$ cat src/rtl/mips_boot_pkg.sv
// rtl/mips_boot_pkg.sv - shared command codes, FSM states and target select for the boot loader
// Contents:
//   CMD_IM / CMD_RB / CMD_END : header byte codes
//   state_t                   : loader FSM states
//   target_t                  : write-port select (instruction memory or register bank)
package mips_boot_pkg;

    localparam logic [7:0] CMD_IM  = 8'h01;
    localparam logic [7:0] CMD_RB  = 8'h02;
    localparam logic [7:0] CMD_END = 8'hFF;

    typedef enum logic [2:0] {
        ST_HDR,
        ST_ADDR,
        ST_CNT,
        ST_DATA,
        ST_DONE,
        ST_ERR
    } state_t;

    typedef enum logic {
        TGT_IM,
        TGT_RB
    } target_t;

endpackage

$ cat src/rtl/mips_boot_loader_if.sv
// rtl/mips_boot_loader_if.sv - byte stream, IM/RB write ports and status of the boot loader
// Signals:
//   in_valid/in_data/in_ready     : byte stream handshake (transfer when valid && ready)
//   im_we/im_addr/im_wdata        : instruction memory write port
//   rb_we/rb_addr/rb_wdata        : register bank write port
//   cpu_run/load_err/words_loaded : status towards the CPU
// Modports: master = loader side, slave = stream source / memory side.
interface mips_boot_loader_if #(
    parameter int DATA_W   = 32,
    parameter int BYTE_W   = 8,
    parameter int IM_DEPTH = 64,
    parameter int RB_DEPTH = 32
);
    localparam int IM_AW = $clog2(IM_DEPTH);
    localparam int RB_AW = $clog2(RB_DEPTH);

    logic              in_valid;
    logic [BYTE_W-1:0] in_data;
    logic              in_ready;
    logic              im_we;
    logic [IM_AW-1:0]  im_addr;
    logic [DATA_W-1:0] im_wdata;
    logic              rb_we;
    logic [RB_AW-1:0]  rb_addr;
    logic [DATA_W-1:0] rb_wdata;
    logic              cpu_run;
    logic              load_err;
    logic [15:0]       words_loaded;

    modport master (
        input  in_valid, in_data,
        output in_ready,
        output im_we, im_addr, im_wdata,
        output rb_we, rb_addr, rb_wdata,
        output cpu_run, load_err, words_loaded
    );

    modport slave (
        output in_valid, in_data,
        input  in_ready,
        input  im_we, im_addr, im_wdata,
        input  rb_we, rb_addr, rb_wdata,
        input  cpu_run, load_err, words_loaded
    );

endinterface

$ cat src/rtl/mips_boot_loader_word_assembler.sv
// rtl/mips_boot_loader_word_assembler.sv - serial-in byte to big-endian word assembler
// Ports:
//   clk, rst_n : clock, asynchronous active-low reset
//   shift_en   : a data byte is accepted this cycle
//   byte_in    : accepted byte
//   word_done  : this byte completes a word (combinational)
//   word       : completed word, valid while word_done is high
module boot_word_assembler #(
    parameter int DATA_W = 32,
    parameter int BYTE_W = 8
) (
    input  logic              clk,
    input  logic              rst_n,
    input  logic              shift_en,
    input  logic [BYTE_W-1:0] byte_in,
    output logic              word_done,
    output logic [DATA_W-1:0] word
);
    localparam int BPW = DATA_W / BYTE_W;
    localparam int CW  = (BPW > 1) ? $clog2(BPW) : 1;

    logic [CW-1:0] byte_cnt;

    assign word_done = shift_en && (byte_cnt == CW'(BPW - 1));

    always_ff @(posedge clk or negedge rst_n) begin
        if (!rst_n) begin
            byte_cnt <= '0;
        end else if (shift_en) begin
            byte_cnt <= word_done ? '0 : byte_cnt + CW'(1);
        end
    end

    // Only the leading bytes are stored; the final byte is spliced in
    // combinationally so the word is available in the cycle it arrives.
    generate
        if (BPW > 1) begin : g_multi
            logic [DATA_W-BYTE_W-1:0] shreg;

            assign word = {shreg, byte_in};

            always_ff @(posedge clk or negedge rst_n) begin
                if (!rst_n) begin
                    shreg <= '0;
                end else if (shift_en) begin
                    shreg <= word[DATA_W-BYTE_W-1:0];
                end
            end
        end else begin : g_single
            assign word = byte_in;
        end
    endgenerate

endmodule

$ cat src/rtl/mips_boot_loader.sv
// rtl/mips_boot_loader.sv - stream-driven loader for instruction memory and register bank
// Ports:
//   clk_CPU   : system clock, rising edge
//   rst_CPU_n : asynchronous active-low reset
//   bus       : mips_boot_loader_if.master (stream in, IM/RB write ports, status)
module mips_boot_loader
    import mips_boot_pkg::*;
#(
    parameter int DATA_W   = 32,
    parameter int BYTE_W   = 8,
    parameter int IM_DEPTH = 64,
    parameter int RB_DEPTH = 32
) (
    input  logic                 clk_CPU,
    input  logic                 rst_CPU_n,
    mips_boot_loader_if.master   bus
);
    localparam int IM_AW = $clog2(IM_DEPTH);
    localparam int RB_AW = $clog2(RB_DEPTH);

    state_t            state;
    state_t            state_nx;
    target_t           target;
    logic [BYTE_W-1:0] cur_addr;
    logic [BYTE_W-1:0] remaining;
    logic              accept;
    logic              word_done;
    logic [DATA_W-1:0] word;
    logic [31:0]       span;
    logic [31:0]       depth;

    assign bus.in_ready = (state == ST_HDR) || (state == ST_ADDR) ||
                          (state == ST_CNT) || (state == ST_DATA);
    assign accept       = bus.in_valid && bus.in_ready;
    assign bus.cpu_run  = (state == ST_DONE);
    assign bus.load_err = (state == ST_ERR);

    // Range check for the CNT byte: first word address plus count must fit.
    assign span  = 32'(cur_addr) + 32'(bus.in_data);
    assign depth = (target == TGT_IM) ? 32'(IM_DEPTH) : 32'(RB_DEPTH);

    boot_word_assembler #(
        .DATA_W (DATA_W),
        .BYTE_W (BYTE_W)
    ) u_asm (
        .clk       (clk_CPU),
        .rst_n     (rst_CPU_n),
        .shift_en  (accept && (state == ST_DATA)),
        .byte_in   (bus.in_data),
        .word_done (word_done),
        .word      (word)
    );

    always_ff @(posedge clk_CPU or negedge rst_CPU_n) begin
        if (!rst_CPU_n) begin
            state <= ST_HDR;
        end else begin
            state <= state_nx;
        end
    end

    always_comb begin
        state_nx = state;
        unique case (state)
            ST_HDR: begin
                if (accept) begin
                    if (bus.in_data == BYTE_W'(CMD_IM) || bus.in_data == BYTE_W'(CMD_RB)) begin
                        state_nx = ST_ADDR;
                    end else if (bus.in_data == BYTE_W'(CMD_END)) begin
                        state_nx = ST_DONE;
                    end else begin
                        state_nx = ST_ERR;
                    end
                end
            end
            ST_ADDR: begin
                if (accept) begin
                    state_nx = ST_CNT;
                end
            end
            ST_CNT: begin
                if (accept) begin
                    if (bus.in_data == '0) begin
                        state_nx = ST_HDR;
                    end else if (span > depth) begin
                        state_nx = ST_ERR;
                    end else begin
                        state_nx = ST_DATA;
                    end
                end
            end
            ST_DATA: begin
                // Leaving on the last byte lets the next header arrive during the strobe cycle.
                if (word_done && remaining == BYTE_W'(1)) begin
                    state_nx = ST_HDR;
                end
            end
            ST_DONE: state_nx = ST_DONE;
            ST_ERR:  state_nx = ST_ERR;
            default: state_nx = ST_HDR;
        endcase
    end

    always_ff @(posedge clk_CPU or negedge rst_CPU_n) begin
        if (!rst_CPU_n) begin
            target           <= TGT_IM;
            cur_addr         <= '0;
            remaining        <= '0;
            bus.im_we        <= 1'b0;
            bus.im_addr      <= '0;
            bus.im_wdata     <= '0;
            bus.rb_we        <= 1'b0;
            bus.rb_addr      <= '0;
            bus.rb_wdata     <= '0;
            bus.words_loaded <= '0;
        end else begin
            bus.im_we <= 1'b0;
            bus.rb_we <= 1'b0;
            if (accept && state == ST_HDR) begin
                target <= (bus.in_data == BYTE_W'(CMD_RB)) ? TGT_RB : TGT_IM;
            end
            if (accept && state == ST_ADDR) begin
                cur_addr <= bus.in_data;
            end
            if (accept && state == ST_CNT) begin
                remaining <= bus.in_data;
            end
            if (word_done) begin
                if (target == TGT_IM) begin
                    bus.im_we    <= 1'b1;
                    bus.im_addr  <= cur_addr[IM_AW-1:0];
                    bus.im_wdata <= word;
                end else begin
                    bus.rb_we    <= 1'b1;
                    bus.rb_addr  <= cur_addr[RB_AW-1:0];
                    bus.rb_wdata <= word;
                end
                cur_addr  <= cur_addr + BYTE_W'(1);
                remaining <= remaining - BYTE_W'(1);
                if (bus.words_loaded != 16'hFFFF) begin
                    bus.words_loaded <= bus.words_loaded + 16'd1;
                end
            end
        end
    end

endmodule

$ cat src/flat_wrapper.sv
// flat-port wrapper written by rule: the top's interface ports become plain ports
module mips_boot_loader_flat import mips_boot_pkg::*;
#(
    parameter int DATA_W   = 32,
    parameter int BYTE_W   = 8,
    parameter int IM_DEPTH = 64,
    parameter int RB_DEPTH = 32
)
  (clk_CPU, rst_CPU_n, bus_in_valid, bus_in_data, bus_in_ready, bus_im_we, bus_im_addr, bus_im_wdata, bus_rb_we, bus_rb_addr, bus_rb_wdata, bus_cpu_run, bus_load_err, bus_words_loaded);
  mips_boot_loader_if #(.DATA_W(DATA_W), .BYTE_W(BYTE_W), .IM_DEPTH(IM_DEPTH), .RB_DEPTH(RB_DEPTH)) bus_i ();
  input  logic clk_CPU;
  input  logic rst_CPU_n;
  input wire logic [$bits(bus_i.in_valid)-1:0] bus_in_valid;
  input wire logic [$bits(bus_i.in_data)-1:0] bus_in_data;
  output wire logic [$bits(bus_i.in_ready)-1:0] bus_in_ready;
  output wire logic [$bits(bus_i.im_we)-1:0] bus_im_we;
  output wire logic [$bits(bus_i.im_addr)-1:0] bus_im_addr;
  output wire logic [$bits(bus_i.im_wdata)-1:0] bus_im_wdata;
  output wire logic [$bits(bus_i.rb_we)-1:0] bus_rb_we;
  output wire logic [$bits(bus_i.rb_addr)-1:0] bus_rb_addr;
  output wire logic [$bits(bus_i.rb_wdata)-1:0] bus_rb_wdata;
  output wire logic [$bits(bus_i.cpu_run)-1:0] bus_cpu_run;
  output wire logic [$bits(bus_i.load_err)-1:0] bus_load_err;
  output wire logic [$bits(bus_i.words_loaded)-1:0] bus_words_loaded;
  assign bus_i.in_valid = bus_in_valid;
  assign bus_i.in_data = bus_in_data;
  assign bus_in_ready = bus_i.in_ready;
  assign bus_im_we = bus_i.im_we;
  assign bus_im_addr = bus_i.im_addr;
  assign bus_im_wdata = bus_i.im_wdata;
  assign bus_rb_we = bus_i.rb_we;
  assign bus_rb_addr = bus_i.rb_addr;
  assign bus_rb_wdata = bus_i.rb_wdata;
  assign bus_cpu_run = bus_i.cpu_run;
  assign bus_load_err = bus_i.load_err;
  assign bus_words_loaded = bus_i.words_loaded;
  mips_boot_loader #(.DATA_W(DATA_W), .BYTE_W(BYTE_W), .IM_DEPTH(IM_DEPTH), .RB_DEPTH(RB_DEPTH)) u_core (.clk_CPU(clk_CPU), .rst_CPU_n(rst_CPU_n), .bus(bus_i));
endmodule
$ cat config.mk
export PLATFORM = sky130hd
export DESIGN_NAME = mips_boot_loader_flat
export DESIGN_NICKNAME = d
export VERILOG_FILES = /design/src/rtl/mips_boot_pkg.sv /design/src/rtl/mips_boot_loader_if.sv /design/src/rtl/mips_boot_loader_word_assembler.sv /design/src/rtl/mips_boot_loader.sv /design/src/flat_wrapper.sv
export SDC_FILE = /design/constraint.sdc
export NUM_CORES = 1
export LEC_CHECK = 0
export CAP_MARGIN = 20
export CORE_MARGIN = 3
export CORE_UTILIZATION = 30
export CTS_CLUSTER_DIAMETER = 150
export CTS_CLUSTER_SIZE = 10
export DETAILED_ROUTE_END_ITERATION = 10
export DONT_BUFFER_PORTS = 1
export PLACE_DENSITY = 0.54
export SYNTH_ARGS = -nofsm -noshare
export SYNTH_HDL_FRONTEND = slang
export SYNTH_HIERARCHICAL = 1
export SYNTH_SLANG_ARGS = --single-unit
$ cat constraint.sdc
create_clock -name clk_CPU -period 2.8 [get_ports clk_CPU]
set_input_delay 0.84 -clock clk_CPU [delete_from_list [all_inputs] [get_ports clk_CPU]]
set_output_delay 0.84 -clock clk_CPU [all_outputs]
set_load 0.1 [all_outputs]
; After elaboration in Yosys (flattened, before gate mapping)
; Index checks and enable logic that the tools add are counted.
[word_totals]
ff_bits = 139
in_bits = 11
output_inout_bits = 96
[op_classes]
add_sub_neg = 5
n_lt_le_gt_ge = 1
n_eq_ne = 15
n_mux = 20
bitwise = 1
reduce_logical = 19
[op_table]
columns = operator, count
row1 = greater-than comparator 32 bit, 1
row2 = 2-to-1 mux 8 bit, 4
row3 = 2-to-1 mux 3 bit, 7
row4 = case mux 3 bit (6 select lines), 1
row5 = adder 16 x 1 -> 16 bit (second input constant), 1
row6 = == test 8 x 1 -> 1 bit (second input constant), 2
row7 = != test 16 bit (second input constant), 1
row8 = adder 8 x 8 -> 9 bit, 1
row9 = adder 8 x 1 -> 8 bit (second input constant), 1
row10 = == test 8 x 2 -> 1 bit (second input constant), 1
row11 = == test 8 bit (second input constant), 1
row12 = zero test 8 bit, 1
row13 = subtractor 8 x 1 -> 8 bit (second input constant), 1
row14 = logical AND 1 bit, 7
row15 = 2-to-1 mux 7 bit, 1
row16 = == test 3 x 2 -> 1 bit (second input constant), 2
row17 = == test 3 bit (second input constant), 2
row18 = 2-to-1 mux 1 bit, 6
row19 = != test 2 x 1 -> 1 bit (second input constant), 3
row20 = AND reduction 2 bit, 3
row21 = logical OR 1 bit, 4
row22 = AND reduction 4 bit, 1
row23 = nonzero test 2 bit, 2
row24 = == test 3 x 1 -> 1 bit (second input constant), 1
row25 = other kinds (6), 6

; Logic depth before layout (Yosys ltp)
[logic_depth]
word_depth = 10
ltp_mapped = 12

; By module
; Netlist, hierarchy kept.
[by_module_without_submodules]
columns = mod, instances, cells_each, area_per_inst_um2, seq_area_each_um2
row1 = mips_boot_loader, 1, 418, 5252.5, 2827.7
row2 = boot_word_assembler, 1, 66, 1148.6, 650.6

; Least setup slack after synthesis
; No wires, ideal clock.
[synth_timing]
path_kind = flip-flop to output port
from = register u_core.state[2]
to = output port bus_load_err
arrival_time_ps = 3239
slack_ps = -1279
path_stages_with_launch = 4
cell_sequence = dfrtp_1 > buf_2 > inv_1 > nor3b_1
[synth_via]
elab_chain_len = 1
[synth_lines]
columns = item, line_no
row1 = "start, declared", mips_boot_loader.sv:21  ; state_t state;
row2 = "start signal, assigned", mips_boot_loader.sv:58  ; state <= state_nx;
row3 = == test 3 bit, mips_boot_loader.sv:36  ; assign bus.load_err = (state == ST_ERR);
row4 = "end, declared", flat_wrapper.sv:23  ; output wire logic [$bits(bus_i.load_err)-1:0] bus_load_err;
; No other way between the ends.

; Final worst setup path
[layout_timing]
from = register u_core.cur_addr[1]
to = register u_core.state[2]
[layout_via]
elab_chain_len = 6
[layout_lines]
columns = item, line_no
row1 = "start, declared", mips_boot_loader.sv:24  ; logic [BYTE_W-1:0] cur_addr;
row2 = "start signal, assigned", mips_boot_loader.sv:123  ; cur_addr <= bus.in_data;
row3 = "start signal, assigned", mips_boot_loader.sv:138  ; cur_addr <= cur_addr + BYTE_W'(1);
row4 = adder 8 x 8 -> 9 bit, mips_boot_loader.sv:39  ; assign span = 32'(cur_addr) + 32'(bus.in_data);
row5 = greater-than comparator 32 bit, mips_boot_loader.sv:85  ; end else if (span > depth) begin
row6 = 2-to-1 mux 3 bit, mips_boot_loader.sv:85
row7 = 2-to-1 mux 3 bit, mips_boot_loader.sv:83  ; if (bus.in_data == '0) begin
row8 = 2-to-1 mux 3 bit, mips_boot_loader.sv:82  ; if (accept) begin
row9 = case mux 3 bit (6 select lines), mips_boot_loader.sv:64  ; unique case (state)
; No other way between the ends. The select of a mux whose other input is x is not followed.
; A chain may end at the register's enable or synchronous reset.

==> results summary <==
The run finished with clean final reports. The internal reg-to-reg setup slack is 0.05 ns. The clock period minus final worst setup slack is 2.75 ns. The number of max-cap violations came out at 0. The total of flip-flops plus latches after synthesis came out at 139. Between clock sinks in the finished design, the worst skew comes to 0.00940 ns.

STA classifies the critical path startpoint as a flip-flop. For this run, the leading register cell type out of synthesis is dfrtp_1. The sum of overflow across all layers after global routing is 0.

The maximum fanout along the worst path came out at 4. The maximum number of pins on one net before global-route repair is 140. The synthesis-to-finish area growth is 18.4%. The DRC marker count from the first detailed-route iteration is 100. The row count is 52. The final instance area came out at 0.00758 mm2. The synthesized design contains 0 enable-type register cells. The post-synthesis cell type with the largest combined area is dfrtp_1. The data arrival time at the worst-slack endpoint came out at 3.03 ns. The switching power share of the total is 39.8%. In this run the deepest clock path goes through 2 buffers. The vertical extent of the die came out at 152 um. The class of the worst hold path is in -> async. The overall die width is 152 um.

The power density of the placed cells is 1040 mW/mm2. The HPWL after detailed placement came out at 10100 um. The standard cell core area is 0.0206 mm2. The buffer and inverter count on the worst path came out at 0. The number of non-filler instances in the completed layout is 805. The share of synthesized area spent on multiplexers came out at 20.5%.

The total placed cells including tap cells is 768. By area the synthesized netlist is led by dfrtp_1 54%, mux2_2 14%, mux2_4 4.7%. The source-to-sink clock delay at the later pin of the worst-skew pair came out at 0.42 ns. The most numerous cell type found on the critical path is ha_1. The mean cell area of the mapped netlist came out at 13.2 um2. In the routed layout, each cell is associated on average with a via count of 4.88. The routed length per placed instance came out at 18.3 um. The sequential fraction of the synthesis area came out at 54.3%.

The final max-slew violation count came out at 0. The largest single stage delay on the critical path is 0.46 ns. The count of antenna diodes in the layout came out at 0.

In this run the cell area of the synthesized design comes to 0.00640 mm2. The Yosys step of the flow raised 6 warnings. The number of setup violations in the final report is 0.

TritonCTS built the clock tree. The total count of hold-check failures in the final report came to 0. Headroom to the max-slew limit came out at 36.3%. The gate family responsible for the most delay along the worst path is compound AO/OA/AOI/OAI gates. Counting the buffers created by CTS gives 17. The H-tree was split into 4 levels.

Traced cell by cell, the critical path runs through ha_1, a211oi_2, nor3b_2, o21ai_0, nand2b_1, xnor2_1, ha_1, nand2_1, nor4_1, o21a_1, o221a_2, a31oi_1. The via count is 3926. The dominant combinational cell family by area after synthesis is multiplexers. Based on the critical path, the design can be clocked at up to 364 MHz. The worst-case IR drop observed on VDD is 0.000442 V. The number of detailed-route iterations in the first pass is 5. The clock network burns 28.3% of the power.

The total routed wirelength came out at 14700 um. The clock transition at the registers of the reported paths is 0.07 ns. The worst setup path is captured at a flip-flop. The relative contribution of combinational cells to total power came out at 27.2%. The initial antenna violation count was 0.

The share of synthesized cell area in full adder, half adder and majority cells came out at 3.24%. The final core area utilization came out at 36.8%. The simple-gate share of the synthesized area is 8.91%. The wire length of the first global-routing pass came out at 23800 um. The share of synthesized flip-flops with an asynchronous set or reset came out at 100%.

The complex-gate fraction of the synthesized area came out at 6.00%. The starting density of the core is 31.0%. Before CTS, the worst setup slack after placement is -0.432 ns. Setup slack on the critical path of the routed design comes to 0.0527 ns. After synthesis, the most frequently instantiated cells are 139 x dfrtp_1, 82 x mux2_2, 25 x nand2_1.

The die covers 0.0231 mm2. The final routed DRC violation total is 0. The internal power component came out at 4.74 mW. Synthesis produced a netlist with a net count of 511.

The slowest stage of the critical path belongs to the cell dfrtp_1. The overall fraction of global-route tracks in use came out at 12.9%. In this run the tool buffered the top-level ports with 0 buffer cells. The count of nets left with antenna violations once routing finished came out at 0. Clock tree synthesis selected as its root buffer the cell clkbuf_16. By startpoint and endpoint, the worst setup path is classified as reg -> reg. Summed over all nets, the switching power comes to 3.14 mW.

Clock tree synthesis found a total of 139 sinks. The final critical-path share of the clock period is 98.1%. The transition time of the tightest slew-check pin came out at 0.955 ns. The placed instances occupy a cell area of 0.00694 mm2. The analysis attributes to cell leakage a power of 3.61 nW. The count of mapped cells out of synthesis is 484.

STA puts the critical path data required time at 3.08 ns. The number of I/O pins came out at 107. Of the post-synthesis cell area, the dominant cell type holds 54.3%. The number of distinct library cells after synthesis is 55. The number of nets at the end of the flow came out at 549. Setup repair after global routing could not meet its margin everywhere. The post-synthesis share of cell area spent on xor and xnor gates is 3.28%.

The most frequent cell after synthesis is dfrtp_1. Cells with a size suffix above 1 make up 38.5% of the layout. The via count of the first global-routing pass is 4124. The portion of total power attributed to sequential cells is 44.5%. The placer congestion estimate is 0.798.
## state kept, by name, indices dropped and copies added (netlist names), 2 cells and up
signal	cells
u_core/u_asm/g_multi.shreg	24
u_core/bus.rb_addr	5
u_core/remaining	8
u_core/cur_addr	8
u_core/bus.im_addr	6
u_core/state	3
u_core/bus.rb_wdata	32
u_core/bus.im_wdata	32
u_core/bus.words_loaded	16
u_core/u_asm/byte_cnt	2
## power groups by stage
stage	logic [mW]	registers [mW]	clock network (mW)
floorplan	1.48	3.54	0
global placement	1.97	3.53	0
detailed placement	2.04	3.55	0
CTS	2.09	3.52	2.28
global route	2.33	3.58	2.40
finish	2.14	3.51	2.23
## worst reg2reg max path: cells and delay by family, from the launching register on
family | cells | cell delay (ns)
and+or+nand+nor | 4 | 0.50
adders and majority gates | 2 | 0.60
AOI/OAI and AO/OA | 5 | 0.92
DFF | 1 | 0.46
xor gates and xnor gates | 1 | 0.14
## layout make-up
cell class | count | area, um2
inverters | 10 | 37.5
repair buffers | 47 | 378
well taps | 270 | 338
multi-input cells | 307 | 2760
flip-flops and latches | 139 | 3480
clock buffers | 18 | 439
clock inverters | 14 | 149
fillers | 1979 | 13000
## metrics by stage
stage / setup TNS [ns] / power [mW] / hold slack, ns
after floorplan: -0.412 / 5.02 / 0.475
after global placement: -0.638 / 5.51 / 0.494
after detailed placement: -0.855 / 5.60 / 0.509
after CTS: 0 / 7.89 / 0.0896
after global routing: -0.195 / 8.31 / 0.0773
final: 0 / 7.88 / 0.110
## metal layers
metal / part of all wire [%] / track usage [%]
met1: 42 / 15.5
met2: 48 / 20.6
met3: 8.8 / 6.03
met4: 1.7 / 4.11
met5: 0 / 0
## timing repair
action	in CTS	in global routing
pin swaps	4	2
setup endpoints to repair	2	2
resized for setup	1	1
buffers inserted	2	3
hold buffers	0	0
## cell families after synthesis
logic type,after synthesis
AO/OA/AOI/OAI,55
buffers and inverters,38
adder cells (fa/ha/maj),16
AND/OR/NAND/NOR,101
XOR/XNOR,24
multiplexers,111
flip-flops,139
## final timing paths
path / startpoint / endpoint / cells past startpoint
setup / recovery: u_core/cur_addr[1] / u_core/state[2] / 12
hold / removal: rst_CPU_n / u_core/bus.rb_addr[1] / 0
setup reg to reg: u_core/cur_addr[1] / u_core/state[2] / 12
hold reg to reg: u_core/remaining[0] / u_core/remaining[0] / 1
max in group asynchronous: rst_CPU_n / u_core/cur_addr[2] / 0
min in group clk_CPU: u_core/remaining[0] / u_core/remaining[0] / 1
## cells in the final DEF (no fill, tap or decap), types with 9 or more instances in the layout
cell         n
a21oi_1     12
buf_4       45
clkbuf_16   17
dfrtp_1    139
ha_1        14
inv_1       10
mux2_2      82
mux2_4      20
mux2i_1      9
nand2_1     24
nand3_1      9
nand4_1      9
nor2_1      20
o21ai_0     12
xnor2_1     16
No activity file was read; power rests on OpenSTA's default activity.
